===== src/rtl/sigmoid_backprop.sv =====
// sigmoid_backprop: iterative sigmoid backward pass, delta = g * s * (1 - s).
// Defining SIGMOID_BACKPROP_EXC_EN adds the accumulated exc_flags output.
module sigmoid_backprop #(
    parameter int unsigned exp_width  = 8,
    parameter int unsigned mant_width = 24
) (
    input  logic                            clk,
    input  logic                            rst_l,
    input  logic [2:0]                      round_mode,
    input  logic                            flush,
    input  logic                            in_valid,
    output logic                            in_ready,
    input  logic [exp_width+mant_width-1:0] in_s,
    input  logic [exp_width+mant_width-1:0] in_grad,
    output logic                            out_valid,
    input  logic                            out_ready,
`ifdef SIGMOID_BACKPROP_EXC_EN
    output logic [4:0]                      exc_flags,
`endif
    output logic [exp_width+mant_width-1:0] out_delta
);
    localparam int unsigned E    = exp_width;
    localparam int unsigned M    = mant_width;
    localparam int unsigned F    = M - 1;
    localparam int unsigned W    = E + M;
    localparam int unsigned EW   = E + 2;
    localparam int unsigned BIAS = (1 << (E - 1)) - 1;
    localparam int unsigned EMAX = (1 << E) - 1;
    localparam logic signed [EW-1:0] EMAX_S = EW'(EMAX);
    localparam logic [W-1:0] ONE  = {1'b0, E'(BIAS), F'(0)};
    localparam logic [W-1:0] QNAN = {1'b0, E'(EMAX), 1'b1, (F-1)'(0)};

    typedef enum logic [2:0] {IDLE, SUB, MUL_D, MUL_G, DONE} state_t;

    state_t       state;
    logic [W-1:0] s_reg, g_reg, om_reg, d_reg, mul_a, mul_b;
    logic [W+4:0] add_res, mul_res;

    function automatic logic is_inf(input logic [W-1:0] x);
        return (x[W-2:F] == E'(EMAX)) && (x[F-1:0] == '0);
    endfunction

    function automatic logic is_nan(input logic [W-1:0] x);
        return (x[W-2:F] == E'(EMAX)) && (x[F-1:0] != '0);
    endfunction

    function automatic logic is_snan(input logic [W-1:0] x);
        return is_nan(x) && !x[F-1];
    endfunction

    // Subnormal inputs are treated as zero.
    function automatic logic is_zero(input logic [W-1:0] x);
        return x[W-2:F] == '0;
    endfunction

    function automatic logic rnd_inc(input logic sign, input logic lsb, input logic g,
                                     input logic st, input logic [2:0] rm);
        case (rm)
            3'd1:    return 1'b0;
            3'd2:    return sign & (g | st);
            3'd3:    return ~sign & (g | st);
            3'd4:    return g;
            default: return g & (st | lsb);
        endcase
    endfunction

    // Round, then pack; returns {nv, dz, of, uf, nx, word}.
    function automatic logic [W+4:0] fp_pack(input logic sign, input logic signed [EW-1:0] exp_in,
                                             input logic [F-1:0] frac, input logic g,
                                             input logic st, input logic [2:0] rm);
        logic signed [EW-1:0] ez;
        logic [F:0]           rsum;
        logic                 to_inf;
        ez     = exp_in;
        rsum   = {1'b0, frac} + (F+1)'(rnd_inc(sign, frac[0], g, st, rm));
        if (rsum[F]) ez = ez + EW'(1);
        to_inf = (rm == 3'd0) || (rm == 3'd4) || ((rm == 3'd3) && !sign) || ((rm == 3'd2) && sign);
        if (ez >= EMAX_S)
            return to_inf ? {5'b00101, sign, E'(EMAX), F'(0)}
                          : {5'b00101, sign, E'(EMAX - 1), {F{1'b1}}};
        if (ez[EW-1] || (ez == '0)) return {5'b00011, sign, (W-1)'(0)};
        return {4'b0000, g | st, sign, ez[E-1:0], rsum[F-1:0]};
    endfunction

    function automatic logic [W+4:0] fp_mul(input logic [W-1:0] a, input logic [W-1:0] b,
                                            input logic [2:0] rm);
        logic                 sz, g, st;
        logic [2*M-1:0]       prod;
        logic [F-1:0]         frac;
        logic signed [EW-1:0] ez;
        sz = a[W-1] ^ b[W-1];
        if (is_nan(a) || is_nan(b) || (is_inf(a) && is_zero(b)) || (is_zero(a) && is_inf(b)))
            return {is_snan(a) || is_snan(b) || !(is_nan(a) || is_nan(b)), 4'b0000, QNAN};
        if (is_inf(a) || is_inf(b)) return {5'b00000, sz, E'(EMAX), F'(0)};
        if (is_zero(a) || is_zero(b)) return {5'b00000, sz, (W-1)'(0)};
        prod = (2*M)'({1'b1, a[F-1:0]}) * (2*M)'({1'b1, b[F-1:0]});
        ez   = EW'(a[W-2:F]) + EW'(b[W-2:F]) - EW'(BIAS);
        if (prod[2*M-1]) begin
            frac = prod[2*M-2 -: F];
            g    = prod[M-1];
            st   = |prod[M-2:0];
            ez   = ez + EW'(1);
        end else begin
            frac = prod[2*M-3 -: F];
            g    = prod[M-2];
            st   = |prod[M-3:0];
        end
        return fp_pack(sz, ez, frac, g, st, rm);
    endfunction

    // op=1 subtracts b from a.
    function automatic logic [W+4:0] fp_add(input logic [W-1:0] a, input logic [W-1:0] b_in,
                                            input logic op, input logic [2:0] rm);
        logic [W-1:0]         b, x, y;
        logic [E-1:0]         d;
        logic [M+2:0]         mx, my, ys;
        logic [M+3:0]         sum;
        logic signed [EW-1:0] ez;
        b = {b_in[W-1] ^ op, b_in[W-2:0]};
        if (is_nan(a) || is_nan(b)) return {is_snan(a) || is_snan(b), 4'b0000, QNAN};
        if (is_inf(a) && is_inf(b) && (a[W-1] != b[W-1])) return {5'b10000, QNAN};
        if (is_inf(a)) return {5'b00000, a};
        if (is_inf(b)) return {5'b00000, b};
        if (is_zero(a) && is_zero(b))
            return {5'b00000, (a[W-1] & b[W-1]) | ((a[W-1] ^ b[W-1]) & (rm == 3'd2)), (W-1)'(0)};
        if (is_zero(a)) return {5'b00000, b};
        if (is_zero(b)) return {5'b00000, a};
        if (a[W-2:0] >= b[W-2:0]) begin
            x = a;
            y = b;
        end else begin
            x = b;
            y = a;
        end
        mx = {1'b1, x[F-1:0], 3'b000};
        my = {1'b1, y[F-1:0], 3'b000};
        d  = x[W-2:F] - y[W-2:F];
        if (32'(d) >= M + 3) ys = (M+3)'(1);
        else ys = (my >> d) | (M+3)'((my << (M + 3 - 32'(d))) != '0);
        ez = EW'(x[W-2:F]);
        if (x[W-1] == y[W-1]) begin
            sum = {1'b0, mx} + {1'b0, ys};
            if (sum[M+3]) begin
                sum = {1'b0, sum[M+3:2], sum[1] | sum[0]};
                ez  = ez + EW'(1);
            end
        end else begin
            sum = {1'b0, mx} - {1'b0, ys};
            if (sum == '0) return {5'b00000, rm == 3'd2, (W-1)'(0)};
            for (int i = 0; i < int'(M + 2); i++) begin
                if (!sum[M+2]) begin
                    sum = sum << 1;
                    ez  = ez - EW'(1);
                end
            end
        end
        return fp_pack(x[W-1], ez, sum[M+1:3], sum[2], |sum[1:0], rm);
    endfunction

    // Shared multiplier operands are steered by the current step.
    always_comb begin
        mul_a = s_reg;
        mul_b = om_reg;
        if (state == MUL_G) begin
            mul_a = d_reg;
            mul_b = g_reg;
        end
        add_res = fp_add(ONE, s_reg, 1'b1, round_mode);
        mul_res = fp_mul(mul_a, mul_b, round_mode);
    end

    always_ff @(posedge clk or negedge rst_l) begin
        if (!rst_l) begin
            state     <= IDLE;
            s_reg     <= '0;
            g_reg     <= '0;
            om_reg    <= '0;
            d_reg     <= '0;
            out_delta <= '0;
            in_ready  <= 1'b1;
            out_valid <= 1'b0;
        end else if (flush) begin
            state     <= IDLE;
            in_ready  <= 1'b1;
            out_valid <= 1'b0;
        end else begin
            case (state)
                IDLE: if (in_valid && in_ready) begin
                    s_reg    <= in_s;
                    g_reg    <= in_grad;
                    in_ready <= 1'b0;
                    state    <= SUB;
                end
                SUB: begin
                    om_reg <= add_res[W-1:0];
                    state  <= MUL_D;
                end
                MUL_D: begin
                    d_reg <= mul_res[W-1:0];
                    state <= MUL_G;
                end
                MUL_G: begin
                    out_delta <= mul_res[W-1:0];
                    out_valid <= 1'b1;
                    state     <= DONE;
                end
                DONE: if (out_ready) begin
                    out_valid <= 1'b0;
                    in_ready  <= 1'b1;
                    state     <= IDLE;
                end
                default: begin
                    in_ready  <= 1'b1;
                    out_valid <= 1'b0;
                    state     <= IDLE;
                end
            endcase
        end
    end

`ifdef SIGMOID_BACKPROP_EXC_EN
    // Flags accumulate across the three arithmetic steps of one operation.
    always_ff @(posedge clk or negedge rst_l) begin
        if (!rst_l) begin
            exc_flags <= '0;
        end else if (flush) begin
            exc_flags <= '0;
        end else begin
            case (state)
                IDLE:         if (in_valid && in_ready) exc_flags <= '0;
                SUB:          exc_flags <= exc_flags | add_res[W+4:W];
                MUL_D, MUL_G: exc_flags <= exc_flags | mul_res[W+4:W];
                default:      ;
            endcase
        end
    end
`else
    logic unused_exc;
    assign unused_exc = ^{add_res[W+4:W], mul_res[W+4:W]};
`endif
endmodule


===== config.mk =====
export PLATFORM = sky130hd
export DESIGN_NAME = sigmoid_backprop
export DESIGN_NICKNAME = d
export VERILOG_FILES = /design/src/rtl/sigmoid_backprop.sv
export SDC_FILE = /design/constraint.sdc
export NUM_CORES = 2
export LEC_CHECK = 0
export CORE_ASPECT_RATIO = 1.4
export CORE_MARGIN = 3
export CORE_UTILIZATION = 40
export CTS_CLUSTER_DIAMETER = 80
export DETAILED_ROUTE_END_ITERATION = 12
export GPL_TIMING_DRIVEN = 0
export SLEW_MARGIN = 0
export SYNTH_ARGS = -nofsm -noshare
export SYNTH_HDL_FRONTEND = slang
export SYNTH_SLANG_ARGS = --single-unit

===== constraint.sdc =====
create_clock -name clk -period 48.5 [get_ports clk]
set_input_delay 14.55 -clock clk [delete_from_list [all_inputs] [get_ports clk]]
set_output_delay 14.55 -clock clk [all_outputs]
set_load 0.01 [all_outputs]

== Yosys cells after proc, flatten, opt, wreduce, memory -nomap -nowiden ==
Cells that the tools add are included.
Widths: inputs -> output; s select.
Operators by class
  div/mod/pow operators: 0
  bitwise operators: 17
  equality and inequality tests: 16
  reduce and logical (&&, ||, !) cells: 54
  shift-type cells: 2
  $add $sub $neg: 38
  multipliers: 1
  muxes and demuxes: 440
  magnitude comparators: 4
Operator list (count)
  $mux 27: 154
  $mux 10: 169
  $mux 32: 33
  $sub 10x2->10 const B: 25
  $mux 26: 7
  $mux 23: 4
  $logic_not 23->1: 3
  $reduce_bool 23->1: 3
  $mux 1: 62
  $add 23x1->24: 2
  $mul 24x24->48: 1
  $mux 24: 2
  $shl 27x32->27: 1
  $ge 30x31->1 const A: 1
  $add 10x2->10 const B: 3
  $add 27x27->28: 1
  $logic_not 28->1: 1
  $sub 27x27->28: 1
  $or 27x1->27: 1
  $reduce_bool 27->1: 1
  $shr 27x8->27: 1
  $eq 8x8->1 const B: 3
  $logic_not 8->1: 3
  $reduce_or 23->1: 1
  other kinds (33): 89
Word-level totals
  output and inout bits: 34
  ROM bits: 0
  memory bits (writable): 0
  bits of input ports: 72
  bits in latches: 0
  memories: 0
  bits in registers: 165

== Logic depth before layout (Yosys ltp) ==
  depth in word-level cells: 228
  depth in mapped cells: 108
  mapped depth without buffers: 102

== Least setup slack after synthesis ==
Ideal clock, no wire load.
  path type: register to register
  start: register s_reg[30]
  end: register om_reg[0]
  data required time: 48.374 ns
  period minus slack after synthesis: 19.172 ns
  setup time: 0.126 ns
  arrival time: 19.046 ns
  buffers on the path: 8
  cell stages (with the launch flop): 108
  path slack: 29.328 ns
  path through: dfrtp_1 -> buf_4 -> a21boi_2 -> xor2_2 -> inv_2 -> clkbuf_1 -> clkbuf_1 -> clkbuf_1 -> ha_1 -> inv_1 -> a21oi_1 -> or4_1 -> o22ai_1 -> o21ai_1 -> a31oi_1 -> o31ai_1 -> and3_1 -> clkbuf_1 -> [... 72 more ...] -> ha_1 -> mux2_2 -> ha_1 -> mux2_2 -> a211oi_1 -> a21oi_1 -> inv_1 -> ha_1 -> nand2_1 -> maj3_1 -> mux2i_1 -> o2111ai_1 -> nor3_1 -> o21ai_1 -> a21oi_1 -> a211oi_2 -> buf_6 -> a221o_1
On the way
  word-level cells in the longest chain between the ends: 216
RTL lines
  from (decl): RTL line 36  | logic [W-1:0] s_reg, g_reg, om_reg, d_reg, mul_a, mul_b;
  from (signal assigned): RTL line 189  | s_reg <= in_s;
  parallel branches: the longest is 215 deep, another holds $ge 30x31->1
  $mux 32 (*): RTL line 121  | if (is_inf(a) && is_inf(b) && (a[W-1] != b[W-1])) return {5'b10000, QNAN};
  to (signal assigned): RTL line 195  | om_reg <= add_res[W-1:0];
  to (decl): RTL line 36
Every way passes the cells marked *. The select of a mux whose other input is x is not followed.
A chain may end at the register's enable or synchronous reset.

== Worst setup path after layout ==
  start: register s_reg[23]
  end: register om_reg[21]
Same word-level chain as after synthesis.

==> impl_metrics.ini <==
[placed_design]
gp_congestion = 1.00
place_hpwl_um = 166000
dp_cells = 7565
portBuffers = 105

[sta]
max_slew_margin_pct = -2.74
fmax_mhz = 41.0
setup_viol = 0
finalSetupTns_ns = 0
report.final.slew_viol_count = 6
fin_skew_ns = 0.0180
finalCritPeriodShare_pct = 50.3
post-route-min-period_ns = 24.37
tightest_slew_ns = 1.53
hold_violations = 0
rsz0062_at_grt = false

[outcome]
violations = max-capacitance violations, max-slew violations
outcome = finished with violations

[clock_tree]
clk_path_buf_depth = 2
cts_hold_buffers = 0
cts.sinks = 165
post_cts_buffers = 0
cts_buffers = 17
clkSlewWorstSetupHoldPaths_ns = 0.08
cts_tree = built
cts_resized = 0
h-tree-depth = 4
root_buffer = clkbuf_16
worst_skew_pair.late_latency_ns = 0.48

[critical_path]
rrSetupSlack_ns = 24.13
cp-end-kind = flip-flop
cp_max_fo = 10
worstRegToRegCells = 102
crit_arrival_ns = 24.78
slowest_delay_ns = 1.25
worstSetupPathType = flip-flop to flip-flop
cp_slowest_cell = o31ai_1
path_buf_inv = 12
cp.required_ns = 48.90
cp_top_family = compound AO/OA/AOI/OAI gates
cpMostUsedCell = ha_1
cp-start-kind = flip-flop
reg2reg_to = om_reg[21]
timing.rr.start = s_reg[23]

[global_route]
grtUsageTotal_pct = 33.0
grt_overflow = 0
grt_max_degree = 107
grt_pass1_wl_um = 296000
grt_pass1_vias = 46900
antenna_found_initial = 9

[synthesis]
ys.flop_type = dfrtp_1
ys_types = 139
synth_top_area_share_pct = 21.1
postSynth.asyncResetShare_pct = 100
ys_seq_elements = 165
yosys-top-cells-count = 750 x nand2_1, 701 x inv_1, 562 x nor2_1
synthCells = 5972
yosysTopAreaCell = fa_1
synth.avg_cell_area_um2 = 7.67
syn_area_mm2 = 0.0458
seq_area_frac_synth_pct = 9.01
synth.area.top_cells = fa_1 21%, dfrtp_1 9.0%, ha_1 7.3%, nand2_1 6.1%, inv_1 5.7%
synth_warnings = 0
synth_edf_count = 0
synth_most_common_cell = nand2_1
synthesis.nets = 6797

[worst_hold_path]
hold_path.startpoint = d_reg[17]
holdCritPathClass = flip-flop to flip-flop
hold_path_end = d_reg[17]
hold_depth = 2

[detailed_routing]
antenna_left = 0
viasPerCell = 6.14
dr_total_vias = 46600
wl_um = 200000
wl_per_cell_um = 26.4
first_pass_iters = 6
drc = 0
drtIter0Drc = 4188

[cells_and_area]
drive_above_1_share_pct = 5.67
layout.cells.non_filler = 7598
final_net_count = 6929
area_growth_syn_to_layout_pct = 8.02

[die]
num_io_pins = 106
core_mm2 = 0.113
die_h_um = 407
rows = 146
start_util_pct = 40.4
fp.dieW_um = 292
die_area_mm2 = 0.119

[run]
drv_cap = 1
==> layout make-up <==
| cell class | instances | area (um2) |
|---|---|---|
| antenna | 1 | 2.50 |
| buffer | 329 | 1360 |
| clock buffer | 17 | 425 |
| clock inverter | 15 | 196 |
| fill | 11800 | 63900 |
| inverter | 714 | 2680 |
| multi-input combinational | 4764 | 37700 |
| sequential | 165 | 4130 |
| tap | 1480 | 1850 |
| timing repair buffer | 113 | 1160 |
==> worst min-delay path, delay by kind of cell, from the launching register on <==
family	cells	cell delay, ns
and+or+nand+nor	1	0.04
AOI/OAI and AO/OA	1	0.06
DFF	1	0.35
==> per-stage QoR <==
| step | hold slack, ns | util (%) | instance area [um2] | setup slack (ns) |
|---|---|---|---|---|
| finish | 0.487 | 43.6 | 49500 | 24.13 |
| detailed placement | 0.470 | 43.1 | 48900 | 24.87 |
| global placement | 0.460 | 43.0 | 48700 | 24.80 |
| CTS | 0.488 | 43.6 | 49500 | 24.73 |
| global route | 0.508 | 43.6 | 49500 | 22.86 |
| floorplan | 0.446 | - | 45800 | 29.33 |
==> logic make-up after synthesis <==
logic type | after synthesis | synth area share [%]
and+or+nand+nor | 2217 | 23.1
AOI/OAI and AO/OA | 1309 | 19.6
buffers and inverters | 1043 | 8.80
adders and majority gates | 756 | 28.6
xor gates and xnor gates | 261 | 5.67
muxes | 221 | 5.25
DFF | 165 | 9.01
==> layout by cell type, fill, tap and decap left out, types with 33 or more instances in the layout <==
master and instances:
nand2_1 750, inv_1 701, nor2_1 562, fa_1 484, a21oi_1 290, ha_1 269
o21ai_0 254, clkbuf_1 242, xnor2_1 176, dfrtp_1 164, nor3_1 160, nand3_1 153
mux2i_1 110, clkdlybuf4s50_1 104, mux2_2 94, and2_1 91, a211oi_1 74, o211ai_1 67
nor4_1 65, nand4_1 64, a31oi_1 64, xor2_1 62, a21o_1 56, nand2b_1 53
or3_1 51, and3_1 50, o21bai_1 44, buf_2 39, o22ai_1 36, buf_1 35
a221o_1 33
==> metal layers <==
metal	wire (um)	vias up	global-route usage [%]	part of all wire [%]
met1	73100	23100	36.7	36
met3	12300	658	4.04	6.1
li1	-	20800	-	-
met5	28	-	0	0.014
met2	97700	2076	58.7	49
met4	17300	4	23.4	8.6
==> worst max-delay path by stage <==
stage / start / to / slack (ns) / cells after the start
floorplan: s_reg[30] / om_reg[0] / 29.33 / 107
global placement: s_reg[23] / om_reg[10] / 24.80 / 102
detailed placement: s_reg[23] / om_reg[3] / 24.87 / 107
CTS: s_reg[23] / om_reg[21] / 24.73 / 102
global route: s_reg[23] / om_reg[13] / 22.86 / 105
finish: s_reg[23] / om_reg[21] / 24.13 / 102
Power is not shown: default switching activity piles up to over one toggle a cycle in this logic, so the estimate is an artifact.
